<file path="config.mk">
export PLATFORM = sky130hd
export DESIGN_NAME = rtl_top_mem
export DESIGN_NICKNAME = d
export VERILOG_FILES = /design/src/rtl/rtl_top_pkg.sv /design/src/rtl/rtl_top_word.sv /design/src/rtl/rtl_top_mem.sv
export SDC_FILE = /design/constraint.sdc
export NUM_CORES = 1
export LEC_CHECK = 0
export CELL_PAD_IN_SITES_DETAIL_PLACEMENT = 0
export CELL_PAD_IN_SITES_GLOBAL_PLACEMENT = 1
export CORE_ASPECT_RATIO = 1.4
export CORE_MARGIN = 8
export CORE_UTILIZATION = 40
export CTS_CLUSTER_SIZE = 40
export DETAILED_ROUTE_END_ITERATION = 8
export PLACE_DENSITY_LB_ADDON = 0.1
export RECOVER_POWER = 100
export SLEW_MARGIN = 20
export SYNTH_ARGS = -nofsm -noshare
export SYNTH_HDL_FRONTEND = slang
export SYNTH_SLANG_ARGS = --single-unit
</file>
<file path="constraint.sdc">
create_clock -name clk -period 1.75 [get_ports clk]
set_input_delay 0.35 -clock clk [delete_from_list [all_inputs] [get_ports clk]]
set_output_delay 0.35 -clock clk [all_outputs]
set_load 0.005 [all_outputs]
</file>
<file path="src/rtl/rtl_top_pkg.sv">
// Shared constants and types for the flip-flop based storage array.
package rtl_top_pkg;

  localparam int unsigned DefAddrWidth = 4;
  localparam int unsigned DefDataWidth = 8;
  localparam int unsigned MemDepth     = 1 << DefAddrWidth;

  typedef logic [DefDataWidth-1:0] word_t;

endpackage

</file>
<file path="src/rtl/rtl_top_word.sv">
// One storage word: a register with asynchronous active-low clear and a load enable.
module rtl_top_word #(
  parameter int unsigned Width = 8
) (
  input  logic             clk,
  input  logic             rst,
  input  logic             load,
  input  logic [Width-1:0] d,
  output logic [Width-1:0] q
);

  logic [Width-1:0] word_q;

  always_ff @(posedge clk or negedge rst) begin
    if (!rst) begin
      word_q <= '0;
    end else if (load) begin
      word_q <= d;
    end
  end

  assign q = word_q;

endmodule

</file>
<file path="src/rtl/rtl_top_mem.sv">
// Single-port storage array held in flip-flops, with a registered read-before-write port.
module rtl_top_mem
  import rtl_top_pkg::*;
#(
  parameter int unsigned ADDRESS_WIDTH = DefAddrWidth,
  parameter int unsigned DATA_WIDTH    = DefDataWidth
) (
  input  logic                     clk,
  input  logic                     rst,
  input  logic                     clken,
  input  logic [ADDRESS_WIDTH-1:0] addr,
  input  logic [DATA_WIDTH-1:0]    data,
  output logic [DATA_WIDTH-1:0]    qout
);

  localparam int unsigned NumWords = 1 << ADDRESS_WIDTH;

  logic [DATA_WIDTH-1:0] mem [NumWords];
  logic [NumWords-1:0]   load;
  logic [DATA_WIDTH-1:0] qout_q;

  for (genvar i = 0; i < NumWords; i++) begin : g_word
    assign load[i] = clken && (addr == ADDRESS_WIDTH'(i));

    rtl_top_word #(
      .Width (DATA_WIDTH)
    ) u_word (
      .clk  (clk),
      .rst  (rst),
      .load (load[i]),
      .d    (data),
      .q    (mem[i])
    );
  end

  // mem[addr] is sampled at the same edge that overwrites it, so qout sees the old word.
  always_ff @(posedge clk or negedge rst) begin
    if (!rst) begin
      qout_q <= '0;
    end else if (clken) begin
      qout_q <= mem[addr];
    end
  end

  assign qout = qout_q;

endmodule

</file>
Word level (Yosys, flattened, before mapping)

Index checks and enable logic that the tools add are counted.

ROM bits: 0
Output and inout port bits: 8
Memory bits (writable): 0
Register bits: 136
Input bits: 15
Memories: 0
Bits in latches: 0

Divide/modulo/power cells: 0
Muxes and demuxes: 3
Multiply operators: 0
Add/subtract/negate cells: 0
Bitwise gates (word level): 1
Reduce and logical (&&, ||, !) cells: 17
Order comparisons: 1
Eq/ne operators: 15
Shift-type cells: 0

Operators by type and width:

| operator                                                 | number |
|---|---|
| binary-select mux 8 bit (select 4 bit)                   | 1 |
| equality test 4 bit, second input constant               | 8 |
| equality test 4 x 3 -> 1 bit, second input constant      | 4 |
| logical AND 1 bit                                        | 16 |
| 2-to-1 mux 8 bit                                         | 2 |
| equality test 4 x 2 -> 1 bit, second input constant      | 2 |
| greater-or-equal comparator 5 bit, second input constant | 1 |
| NOT 4 -> 5 bit                                           | 1 |
| equality test 4 x 1 -> 1 bit, second input constant      | 1 |
| zero test 4 bit                                          | 1 |

Depth between registers and ports, before layout

Gate-level depths: netlist of the first run.

Word-level depth: 4
Gate-level depth with buffers: 7

By module

A second synthesis of the first run with hierarchy kept.

Cells, all modules: 446
Area total of the unflattened synthesis: 6854.1 µm²

Modules (own cells, without submodules):

| module       | times used | cells an instance | seq. area each (µm²) | area an instance (µm²) |
|---|---|---|---|---|
| rtl_top_word | 16         | 17                | 200.2                | 331.6 |
| rtl_top_mem  | 1          | 174               | 200.2                | 1549.0 |

Worst setup path after synthesis of the first run

No wires, ideal clock.

Path type: input -> register
From: input addr[0]
To: register g_word[12].u_word.word_q[0]
Path buffers: 3
Cell stages on the path: 5
Data arrival time: 1.511 ns
Setup time: 0.125 ns
Path slack: 0.114 ns
Path through: buf_4 > buf_6 > buf_4 > nor3_4 > mux2_2

Longest elaborated chain between the ends: 2

Ends and longest elaborated chain:

| what                 | line               | source |
|---|---|---|
| start, declared      | rtl_top_mem.sv:11  | `input logic [ADDRESS_WIDTH-1:0] addr,` |
| equality test 4 bit  | rtl_top_mem.sv:23  | `assign load[i] = clken && (addr == ADDRESS_WIDTH'(i));` |
| logical AND 1 bit    | rtl_top_mem.sv:23  |  |
| end signal, assigned | rtl_top_word.sv:16 | `word_q <= '0;` |
| end signal, assigned | rtl_top_word.sv:18 | `word_q <= d;` |
| end, declared        | rtl_top_word.sv:12 | `logic [Width-1:0] word_q;` |

No other way between the ends.
A chain may end at the register's enable or synchronous reset.

Final worst setup path of the first run

From: input clken
To: register g_word[3].u_word.word_q[0]

Longest elaborated chain between the ends: 1

Ends and longest elaborated chain:

| what                 | line               | source |
|---|---|---|
| start, declared      | rtl_top_mem.sv:10  | `input logic clken,` |
| logical AND 1 bit    | rtl_top_mem.sv:23  |  |
| end signal, assigned | rtl_top_word.sv:16 |  |
| end signal, assigned | rtl_top_word.sv:18 |  |
| end, declared        | rtl_top_word.sv:12 |  |

No other way between the ends.

==> results_dict.tcl, run 1 <==
set metrics [dict create \
    critPathSlowestCell "clkdlybuf4s50_1" \
    cp_data_required_time_ns 2.04 \
    finalMaxSlewViolations 0 \
    r2r_slack_ns 0.39 \
    instances_no_fill 720 \
    powerDensity_nw_per_um2 1220 \
    post_drt_wl_per_cell_um 19.9 \
    placed_cells 688 \
    cp.arrival_ns 2.01 \
    path_class "input port to flop" \
    yosysWarningCount 0 \
    root_buffer "clkbuf_16" \
    fmax_ghz 0.582 \
    reg2reg_depth 3 \
    start_util_pct 40.4 \
    cts_buffers 17 \
    place.gp.congestion 0.821 \
    grtUsageTotal_pct 15.6 \
    first_global_vias 4147 \
    port_buffers 22 \
    final_cell_mix "dfrtp_1, mux2_2, mux2i_1" \
    initialDrtViolationCount 177 \
    status "finished clean" \
    r2r-start "g_word[9].u_word.q[1]" \
    syn_inst 440 \
    critical_path.endpoint_type "flop" \
    cts.htree.levels 4 \
    slew_headroom_pct 39.1 \
    syn_avg_cell_area_um2 14.1 \
    r2r_end "qout[1]" \
    rows 54 \
    n_antenna_cell 0 \
    vias 3822 \
    synth_cell_types 28 \
    layout-drive-gt1-share_pct 42.7 \
    period_share_pct 98.3 \
    min_from "g_word[4].u_word.q[6]" \
    routed_wl_mm 14.3 \
    die_h_um 164 \
    dp_hpwl_mm 10.3 \
    dp_slack_ns -0.435 \
    tns_ns 0 \
    slowest_delay_ns 0.61 \
    min_path_type "flop to flop" \
    clock_latency_ns 0.41 \
    cts_sinks 136 \
    cts.path.max_buffers 2 \
    rsz0062_at_grt "no" \
    cts_setup_buffers 0 \
    cp_max_fo 8 \
    core_area_um2 15400 \
    skew_ns 0.00569 \
    vdd_ir_drop_max_mv 0.614 \
    min_path_cells 1 \
    finalSetupViolations 0 \
    drv_cap 0 \
    area_growth_pct 21.6 \
    min_to "g_word[4].u_word.q[6]" \
    top_level_ports 23 \
    drt_pass1_iterations 4 \
    start_kind "input port" \
    antenna_found_initial 0 \
    hold_viol 0 \
    finalCriticalPeriod_ns 1.72 \
    path_clk_slew_ns 0.06 \
    ys_seq_area_share_pct 54.7 \
    p_leak_nw 3.31 \
    worst_slew_pin_slew_ns 0.913 \
    final_nets 527 \
    final_common_cell "dfrtp_1" \
    synth-seq-cells 136 \
    drc 0 \
    antenna_left 0 \
    setup_slack_ns 0.0304 \
    cts_tree "yes" \
    synthesis.area_um2 6220 \
    grt_max_degree 49 \
    die_x_um 121 \
    grt_first_pass_wirelength_mm 23.5 \
    syn_nets 455 \
    via_per_inst 5.31 \
    fp.dieArea_um2 19900 \
    path_cells "clkdlybuf4s50_1 > nor3b_1 > clkbuf_1 > nand2_1 > clkbuf_2 > mux2_2" \
    grt_overflow_total 0 \
]
-- stage by stage --
step | hold WS, ns | cell area, µm² | util (%) | power [mW]
final | 0.486 | 7560 | 49.1 | 9.25
after global routing | 0.502 | 7560 | 49.1 | 9.74
after CTS | 0.397 | 7700 | 50.0 | 9.43
after detailed placement | 0.266 | 7110 | 46.1 | 5.87
after global placement | 0.267 | 7110 | 46.1 | 5.80
after floorplan | 0.0544 | 6220 | - | 5.26
-- cells in the mapped netlist, drive strengths merged --
| master | number | area share (%) |
|---|---|---|
| nor3b | 1 | 0.12 |
| nand3b | 5 | 0.60 |
| mux2i | 48 | 7.7 |
| buf | 17 | 1.6 |
| or3 | 1 | 0.10 |
| a2bb2oi | 4 | 0.56 |
| nand3 | 6 | 0.48 |
| dfrtp | 136 | 55 |
| mux2 | 128 | 23 |
| nand2b | 3 | 0.30 |
| o21ai | 4 | 0.32 |
| nand2 | 8 | 0.48 |
| a31oi | 8 | 0.80 |
| o22ai | 12 | 1.2 |
| o32ai | 4 | 0.56 |
| mux4 | 8 | 2.9 |
| a221oi | 4 | 0.56 |
| nor2b | 1 | 0.10 |
| or3b | 2 | 0.28 |
| and2 | 1 | 0.10 |
| nor3 | 3 | 0.78 |
| clkbuf | 10 | 0.60 |
| nor2 | 26 | 1.9 |
-- worst max-delay path, delay by kind of cell --
kind,cells,cell delay (ns)
buffers and inverters,3,1.05
muxes,1,0.32
and+or+nand+nor,2,0.29
-- metal layers --
metal / vias up / GRT usage (%) / wire length, µm
li1: 1770 / - / -
met2: 40 / 26.4 / 7460
met4: 0 / 5.35 / 229
met3: 15 / 3.42 / 380
met1: 1997 / 19.2 / 6250
met5: - / 0 / 0
-- sequential cells by signal, indices dropped and copies added (netlist names) --
register,cells
g_word.u_word.q,128
qout,8
-- worst max path at each step --
| stage | to | slack (ns) | cells past startpoint | startpoint |
|---|---|---|---|---|
| global placement | g_word[15].u_word.q[0] | -0.34 | 6 | addr[1] |
| global route | g_word[3].u_word.q[5] | 0.01 | 6 | clken |
| detailed placement | qout[4] | -0.43 | 6 | addr[2] |
| CTS | qout[4] | 0.008 | 6 | addr[2] |
| finish | g_word[3].u_word.q[0] | 0.03 | 6 | clken |
| floorplan | g_word[12].u_word.q[0] | 0.11 | 5 | addr[0] |
-- logic make-up after synthesis --
group	share of synthesized area (%)
buffers and inverters	2.17
AOI/OAI and AO/OA	4.02
muxes	33.8
and+or+nand+nor	5.29
DFF	54.7
-- power breakdown --
part | total [mW] | internal [mW] | switching [mW] | leakage, nW
combinational | 1.53 | 0.920 | 0.613 | 1.36
sequential | 4.22 | 3.87 | 0.356 | 1.66
clock | 3.50 | 2.23 | 1.27 | 0.285
-- area by class of cell --
class / count / area (µm²)
Clock inverter: 8 / 95.1
Multi-Input combinational cell: 277 / 2650
Fill cell: 1390 / 7840
Sequential cell: 136 / 3400
Clock buffer: 23 / 488
Timing Repair Buffer: 80 / 683
Tap cell: 196 / 245
-- timing repair --
action | in CTS | in global routing
gates resized for setup | 0 | 2
hold buffers | 1 | 0
endpoints found under the hold margin | 29 | 0
setup endpoints to repair | 0 | 11
Power figures use the tool's default switching activity.
==> run 2: changes to the inputs <==
--- a/config.mk
+++ b/config.mk
@@ -14,6 +14,7 @@
 export DETAILED_ROUTE_END_ITERATION = 8
 export PLACE_DENSITY_LB_ADDON = 0.1
 export RECOVER_POWER = 100
+export SKIP_LAST_GASP = 1
 export SLEW_MARGIN = 20
 export SYNTH_ARGS = -nofsm -noshare
 export SYNTH_HDL_FRONTEND = slang
==> results of run 2 <==
Same layout as run 1: the final DEF is identical, and so are final timing and power.
